### config.mk
export PLATFORM = sky130hd
export DESIGN_NAME = serial_frame_rx
export DESIGN_NICKNAME = d
export VERILOG_FILES = /design/src/rtl/serial_rx_pkg.sv /design/src/rtl/serial_frame_rx_sync_window.sv /design/src/rtl/serial_frame_rx.sv
export SDC_FILE = /design/constraint.sdc
export NUM_CORES = 1
export LEC_CHECK = 0
export CORE_MARGIN = 1
export CORE_UTILIZATION = 58
export DETAILED_ROUTE_END_ITERATION = 16
export PLACE_DENSITY = 0.82
export SLEW_MARGIN = 20
export SYNTH_ARGS = -nofsm -noshare
export SYNTH_HDL_FRONTEND = slang
export SYNTH_HIERARCHICAL = 1
export SYNTH_SLANG_ARGS = --single-unit
### constraint.sdc
create_clock -name clk -period 6.3 [get_ports clk]
set_input_delay 1.26 -clock clk [delete_from_list [all_inputs] [get_ports clk]]
set_output_delay 1.26 -clock clk [all_outputs]
set_load 0.02 [all_outputs]
### src/rtl/serial_rx_pkg.sv
// Shared types and defaults for the serial frame receiver.
// SERIAL_RX_PARITY_EN adds one trailing even-parity bit to every frame.
package serial_rx_pkg;

    typedef enum logic {
        HUNT    = 1'b0,
        COLLECT = 1'b1
    } rx_state_t;

    localparam int          DEF_DATA_W    = 8;
    localparam int          DEF_SYNC_W    = 8;
    localparam logic [7:0]  DEF_SYNC_WORD = 8'hA5;

`ifdef SERIAL_RX_PARITY_EN
    localparam int PARITY_BITS = 1;
`else
    localparam int PARITY_BITS = 0;
`endif

endpackage

### src/rtl/serial_frame_rx_sync_window.sv
// Sliding sync-word window with saturating fill count; o_match already
// includes the bit being sampled on the current edge.
module sync_window
    import serial_rx_pkg::*;
#(
    parameter int                SYNC_W    = DEF_SYNC_W,
    parameter logic [SYNC_W-1:0] SYNC_WORD = SYNC_W'(DEF_SYNC_WORD)
) (
    input  logic clk,
    input  logic rst_n,
    input  logic i_shift,
    input  logic i_clear,
    input  logic i_bit,
    output logic o_match
);

    localparam int                FILL_W    = $clog2(SYNC_W + 1);
    localparam logic [FILL_W-1:0] FILL_FULL = FILL_W'(SYNC_W);

    logic [SYNC_W-1:0] r_win;
    logic [FILL_W-1:0] r_fill;
    logic [SYNC_W-1:0] w_win_next;

    function automatic logic [FILL_W-1:0] sat_inc(input logic [FILL_W-1:0] v);
        return (v == FILL_FULL) ? v : v + 1'b1;
    endfunction

    assign w_win_next = {r_win[SYNC_W-2:0], i_bit};
    assign o_match    = (sat_inc(r_fill) == FILL_FULL) && (w_win_next == SYNC_WORD);

    always_ff @(posedge clk or negedge rst_n) begin
        if (!rst_n) begin
            r_win  <= '0;
            r_fill <= '0;
        end else if (i_clear) begin
            r_win  <= '0;
            r_fill <= '0;
        end else if (i_shift) begin
            r_win  <= w_win_next;
            r_fill <= sat_inc(r_fill);
        end
    end

endmodule

### src/rtl/serial_frame_rx.sv
// Serial frame receiver: hunts for SYNC_WORD, then deserialises back-to-back
// DATA_W-bit frames. SERIAL_RX_PARITY_EN enables a per-frame even-parity check.
module serial_frame_rx
    import serial_rx_pkg::*;
#(
    parameter int                DATA_W    = DEF_DATA_W,
    parameter int                SYNC_W    = DEF_SYNC_W,
    parameter logic [SYNC_W-1:0] SYNC_WORD = SYNC_W'(DEF_SYNC_WORD)
) (
    input  logic              clk,
    input  logic              rst_n,
    input  logic              en,
    input  logic              data_in,
    input  logic              resync,
    output logic [DATA_W-1:0] data_out,
    output logic              data_valid,
    output logic              synced,
    output logic              parity_err
);

    localparam int                FRAME_LEN = DATA_W + PARITY_BITS;
    localparam int                BCNT_W    = $clog2(DATA_W + 2);
    localparam logic [BCNT_W-1:0] LAST_BIT  = BCNT_W'(FRAME_LEN - 1);
    localparam logic [BCNT_W-1:0] PAY_BITS  = BCNT_W'(DATA_W);

    rx_state_t         r_state, w_state_next;
    logic [BCNT_W-1:0] r_bcnt, w_bcnt_next;
    logic [DATA_W-1:0] r_shift;
    logic [DATA_W-1:0] r_data_out;
    logic [DATA_W-1:0] w_payload;
    logic              r_data_valid;
    logic              w_complete;
    logic              w_win_shift;
    logic              w_win_clear;
    logic              w_match;

`ifdef SERIAL_RX_PARITY_EN
    logic r_parity_err;
    logic w_parity_bad;
    // The last sampled bit is the parity bit; the payload is already in r_shift.
    assign w_parity_bad = ^{r_shift, data_in};
    assign w_payload    = r_shift;
`else
    assign w_payload    = {r_shift[DATA_W-2:0], data_in};
`endif

    sync_window #(
        .SYNC_W    (SYNC_W),
        .SYNC_WORD (SYNC_WORD)
    ) u_sync_window (
        .clk     (clk),
        .rst_n   (rst_n),
        .i_shift (w_win_shift),
        .i_clear (w_win_clear),
        .i_bit   (data_in),
        .o_match (w_match)
    );

    always_comb begin
        w_state_next = r_state;
        w_bcnt_next  = r_bcnt;
        w_complete   = 1'b0;
        w_win_shift  = 1'b0;
        w_win_clear  = 1'b0;
        if (resync) begin
            w_state_next = HUNT;
            w_bcnt_next  = '0;
            w_win_clear  = 1'b1;
        end else if (en) begin
            case (r_state)
                HUNT: begin
                    w_win_shift = 1'b1;
                    // Window is emptied on lock so any later hunt needs a full fresh sync word.
                    if (w_match) begin
                        w_state_next = COLLECT;
                        w_bcnt_next  = '0;
                        w_win_clear  = 1'b1;
                    end
                end
                COLLECT: begin
                    if (r_bcnt == LAST_BIT) begin
                        w_complete  = 1'b1;
                        w_bcnt_next = '0;
`ifdef SERIAL_RX_PARITY_EN
                        if (w_parity_bad) begin
                            w_state_next = HUNT;
                        end
`endif
                    end else begin
                        w_bcnt_next = r_bcnt + 1'b1;
                    end
                end
                default: w_state_next = HUNT;
            endcase
        end
    end

    // ---- control / output register stage ----
    always_ff @(posedge clk or negedge rst_n) begin
        if (!rst_n) begin
            r_state      <= HUNT;
            r_bcnt       <= '0;
            r_data_valid <= 1'b0;
            r_data_out   <= '0;
        end else begin
            r_state      <= w_state_next;
            r_bcnt       <= w_bcnt_next;
            r_data_valid <= w_complete;
            if (w_complete) begin
                r_data_out <= w_payload;
            end
        end
    end

    // Payload shifter carries no reset: it is only read once a full frame is in.
    always_ff @(posedge clk) begin
        if (en && !resync && (r_state == COLLECT) && (r_bcnt < PAY_BITS)) begin
            r_shift <= {r_shift[DATA_W-2:0], data_in};
        end
    end

`ifdef SERIAL_RX_PARITY_EN
    always_ff @(posedge clk or negedge rst_n) begin
        if (!rst_n) begin
            r_parity_err <= 1'b0;
        end else begin
            r_parity_err <= w_complete & w_parity_bad;
        end
    end
    assign parity_err = r_parity_err;
`else
    assign parity_err = 1'b0;
`endif

    assign data_out   = r_data_out;
    assign data_valid = r_data_valid;
    assign synced     = (r_state == COLLECT);

endmodule

Word-level counts from Yosys, hierarchy flattened
Index checks and enable logic that the tools add are counted.
- register bits: 32
- input port bits: 5
- output and inout port bits: 11
- logic and storage cells: 48
- add/sub/neg operators: 2
- order comparisons: 1
- eq/ne operators: 5
- muxes and demuxes: 24
- bitwise logic cells: 1
- reductions and logical operators: 8
- operators with widths (kind ; count):
    2-to-1 mux 4 bit ; 7
    2-to-1 mux 1 bit ; 14
    2-to-1 mux 7 bit ; 2
    adder 4 x 1 -> 4 bit (second input constant) ; 2
    equality test 4 bit (second input constant) ; 2
    equality test 8 bit (second input constant) ; 1
    one-hot mux 4 bit (2 select lines) ; 1
    equality test 4 x 3 -> 1 bit (second input constant) ; 1
    logical AND 1 bit ; 4
    < comparator 4 bit (second input constant) ; 1
    nonzero test 2 bit ; 2
    != test 3 x 2 -> 1 bit (second input constant) ; 1
    AND reduction 2 bit ; 1
    zero test 1 bit ; 1
    inverter 1 bit ; 1

Depth between registers and ports, before layout
- depth after elaboration: 9
- gate-level depth with buffers: 10
- mapped depth without buffers: 9

Cells and area by module
The synthesis kept the hierarchy.
- by module, submodules not included (module ; times used ; cells an instance ; area each (um2) ; seq. area each (um2)):
    serial_frame_rx ; 1 ; 58 ; 862.1 ; 560.5
    sync_window ; 1 ; 56 ; 584.3 ; 275.3

Worst setup path after synthesis
Ideal clock, no wire load.
- path kind: in2reg
- start: input data_in
- end: register u_sync_window.r_fill[2]
- library setup time: 119 ps
- arrival time: 2673 ps
- data required time: 6181 ps
- path slack: 3509 ps
- cell stages on the path: 8
- buffers on the path: 1
- cell sequence: nor3b_1 > nand2_1 > a2111oi_2 > nand2_1 > o21bai_1 > clkbuf_1 > nor2_1 > o21a_1
- longest elaborated chain between the ends: 7
- elaborated cells on any way between the ends: 8
- those cells by class: eq/ne: 1; mux: 5; reduce/logical: 2
- ends and longest elaborated chain (item ; line ; source):
    start, declared ; serial_frame_rx.sv:13 ; input logic data_in,
    equality test 8 bit (*) ; serial_frame_rx_sync_window.sv:29 ; assign o_match = (sat_inc(r_fill) == FILL_FULL) && (w_win_next == SYNC_WORD);
    logical AND 1 bit (*) ; serial_frame_rx_sync_window.sv:29 ;
    via w_match ; serial_frame_rx.sv:35 ; logic w_match;
    2-to-1 mux 1 bit (*) ; serial_frame_rx.sv:74 ; if (w_match) begin
    2-to-1 mux 1 bit (*) ; serial_frame_rx.sv:70 ; case (r_state)
    2-to-1 mux 1 bit (*) ; serial_frame_rx.sv:69 ; end else if (en) begin
    2-to-1 mux 1 bit (*) ; serial_frame_rx.sv:65 ; if (resync) begin
    via w_win_clear ; serial_frame_rx.sv:34 ; logic w_win_clear;
    2-to-1 mux 4 bit or nonzero test 2 bit (tied branches) ; n/a ;
    end signal, assigned ; serial_frame_rx_sync_window.sv:40 ; r_fill <= sat_inc(r_fill);
    end, declared ; serial_frame_rx_sync_window.sv:21 ; logic [FILL_W-1:0] r_fill;
The timed path passes the listed nets; every way through them passes the cells marked *.
A chain may end at the register's enable or synchronous reset.

Final worst setup path
- start: input data_in
- end: register u_sync_window.r_fill[0]
The elaborated chain is that of the path after synthesis.

==> results.toml <==
[status]
outcome = "finished, final reports clean"

[sta]
rsz0062_at_grt = "false"
drv_slew = 0
skew_ns = 0.0129
min_period_over_period_pct = 55.5
setup_violations = 0
setup_slack_ns = 2.81
slew_headroom_pct = 35.4
clock.fmax_mhz = 286
hold_violations = 0
period_needed_ns = 3.49
tightest_slew_ns = 0.964
setup-tns-final_ns = 0

[clock_tree]
postCtsHoldBufs = 0
numCtsBuffers = 5
path_clk_slew_ns = 0.09
clkLatencyLatePin_ns = 0.32
cts_tree = "yes"
h-tree-depth = 2
cts_resized = 0
cts_setup_buffers = 0
root_buffer = "clkbuf_4"
cts.path.max_buffers = 2
cts.sinks = 32

[critical_path]
crit_buf_inv = 1
crit_fanout = 12
r2r_cells = 9
cp.required_ns = 6.51
timing.rr.start = "u_sync_window/r_fill[0]"
cp.arrival_ns = 3.71
slowest_stage = "o21bai_1"
path_delay_family = "compound AO/OA/AOI/OAI gates"
rr_endpoint = "u_sync_window/r_fill[0]"
path_cells = "clkdlybuf4s50_1 > nor3b_1 > nand2_1 > a2111oi_2 > nand2_1 > o21bai_1 > nor2_1 > mux2_2"
crit_type = "primary input to flop"
critPathMaxStageDelay_ns = 0.67
startpoint_type = "primary input"
cpMostUsedCell = "nand2_1"
end_kind = "flop"
reg2reg_slack_ns = 3.40

[hold_path]
hp-class = "flop to flop"
hold_end = "r_shift[6]"
hold_depth = 0
min_from = "r_shift[5]"

[drt]
wl_per_cell_um = 15.3
vias = 894
drt_iter0_markers = 11
drc = 0
drt_pass1_iterations = 4
drt-total-wl_mm = 2.46
antenna_left = 0
viasPerCell = 5.55

[global_route]
first_global_vias = 930
grt_max_degree = 26
grt_antenna_before_repair = 0
grt.total_usage_pct = 22.6
grt_pass1_wl_mm = 4.21
overflow = 0

[floorplan]
die_w_um = 51.9
die_area_sq_um = 2700
ios = 16
rows = 17
start_util_pct = 63.6
die_h_um = 51.9
coreArea_sq_um = 2280

[final_layout]
drive_above_1_share_pct = 15.0
fillers = 154
final_cell_mix = "dfrtp_1 (25), nor2_1 (15), clkdlybuf4s50_1 (14), mux2_2 (8), mux2i_1 (8)"
antennaDiodeCount = 0
fin_nets = 140
syn2layout_area_growth_pct = 15.1
mostFrequentLayoutCell = "dfrtp_1"

[synth]
post_synth_num_cell_types = 37
syn_inst = 114
synth-seq-area-share_pct = 57.8
synthTopCellsByArea = "dfrtp_1 (43%), edfxtp_1 (15%), mux2_2 (6.2%), mux2i_1 (5.5%), nor2_1 (3.9%)"
yosys.area.top_type_share_pct = 43.3
synth-seq-cells = 32
netlist_area_sq_um = 1450
avgSynthCellArea_sq_um = 12.7
syn_nets = 122
yosysTopAreaCell = "dfrtp_1"
ys_warn_count = 6

[power_and_ir_drop]
ir_worst_vdd_uv = 194
leakage_nw = 0.754
power_density_nw_per_um2 = 205

[place]
portBuffers = 14
gp_congestion = 0.743
dp.final_hpwl_mm = 1.75
pre_cts_ws_ns = 2.49

[flow_run]
maxCapViolations = 0
routing by layer:
metal | GRT usage [%] | part of all wire, % | up-vias
met5 | 0 | 0 | -
met2 | 35.7 | 50 | 20
met1 | 27.3 | 45 | 435
met3 | 9.06 | 4.9 | 0
li1 | - | - | 439
met4 | 9.46 | 0 | 0
through the flow:
| step | cell area (sq um) | util (%) | hold WS (ns) | total power [mW] | cells |
|---|---|---|---|---|---|
| after floorplan | 1450 | - | 0.420 | 0.229 | 114 |
| after global placement | 1610 | 70.9 | 0.424 | 0.238 | 153 |
| after detailed placement | 1610 | 70.9 | 0.432 | 0.239 | 153 |
| after CTS | 1670 | 73.2 | 0.451 | 0.347 | 161 |
| after global routing | 1670 | 73.2 | 0.470 | 0.359 | 161 |
| final | 1670 | 73.2 | 0.453 | 0.342 | 161 |
final cells by class:
type / instances / area [sq um] / share of cell area, %
tap: 28 / 35.0 / 2.10
multi-input combinational: 75 / 583 / 35.0
clock buffer: 6 / 41.3 / 2.48
inverter: 3 / 11.3 / 0.676
sequential: 32 / 836 / 50.2
clock inverter: 2 / 11.3 / 0.676
timing repair buffer: 15 / 148 / 8.87
power breakdown:
group          internal [mW]  total, mW  switching, mW  leakage [nW]
registers              0.212      0.215        0.00257         0.410
clock network         0.0424      0.108         0.0654        0.0259
logic                0.00814     0.0195         0.0113         0.318
logic make-up after synthesis:
kind of cell | synth area share, %
compound gates | 5.71
flops | 57.8
buf+inv | 2.25
simple gates | 17.6
xor+xnor | 1.21
other cells | 0.259
mux | 12.5
fa+ha+maj | 2.60
how the worst max path moves through the flow:
stage          startpoint  slack (ns)  cells past startpoint                       to
3_3_place_gp      data_in        2.60                      8  u_sync_window/r_fill[0]
2_1_floorplan     data_in        3.51                      8  u_sync_window/r_fill[2]
3_5_place_dp      data_in        2.49                      8  u_sync_window/r_fill[0]
5_1_grt           data_in        2.54                      8  u_sync_window/r_fill[0]
6_report          data_in        2.81                      8  u_sync_window/r_fill[0]
4_1_cts           data_in        2.83                      8  u_sync_window/r_fill[0]
registers in the layout, summed over array words and instances, names as in the netlist:
register,count
data_out,8
r_shift,7
r_bcnt,4
u_sync_window/r_fill,4
data_valid,1
synced,1
u_sync_window/r_win,7
synth_stat cells, drive strengths merged:
library cell	count
nor3b	2
nand4bb	1
nand4	1
o31a	1
dfrtp	25
a2111oi	1
nand4b	2
and3b	2
ha	3
o21a	1
mux2	9
conb	1
inv	3
a211o	1
nor4	1
xor2	2
nand2b	1
nor4bb	1
a31oi	1
mux2i	8
nand3	2
edfxtp	7
clkbuf	2
nand2	6
o21bai	1
a21oi	2
buf	2
nand3b	5
o21ai	3
nor2	16
nor2b	1
(Power assumes the default switching activity.)
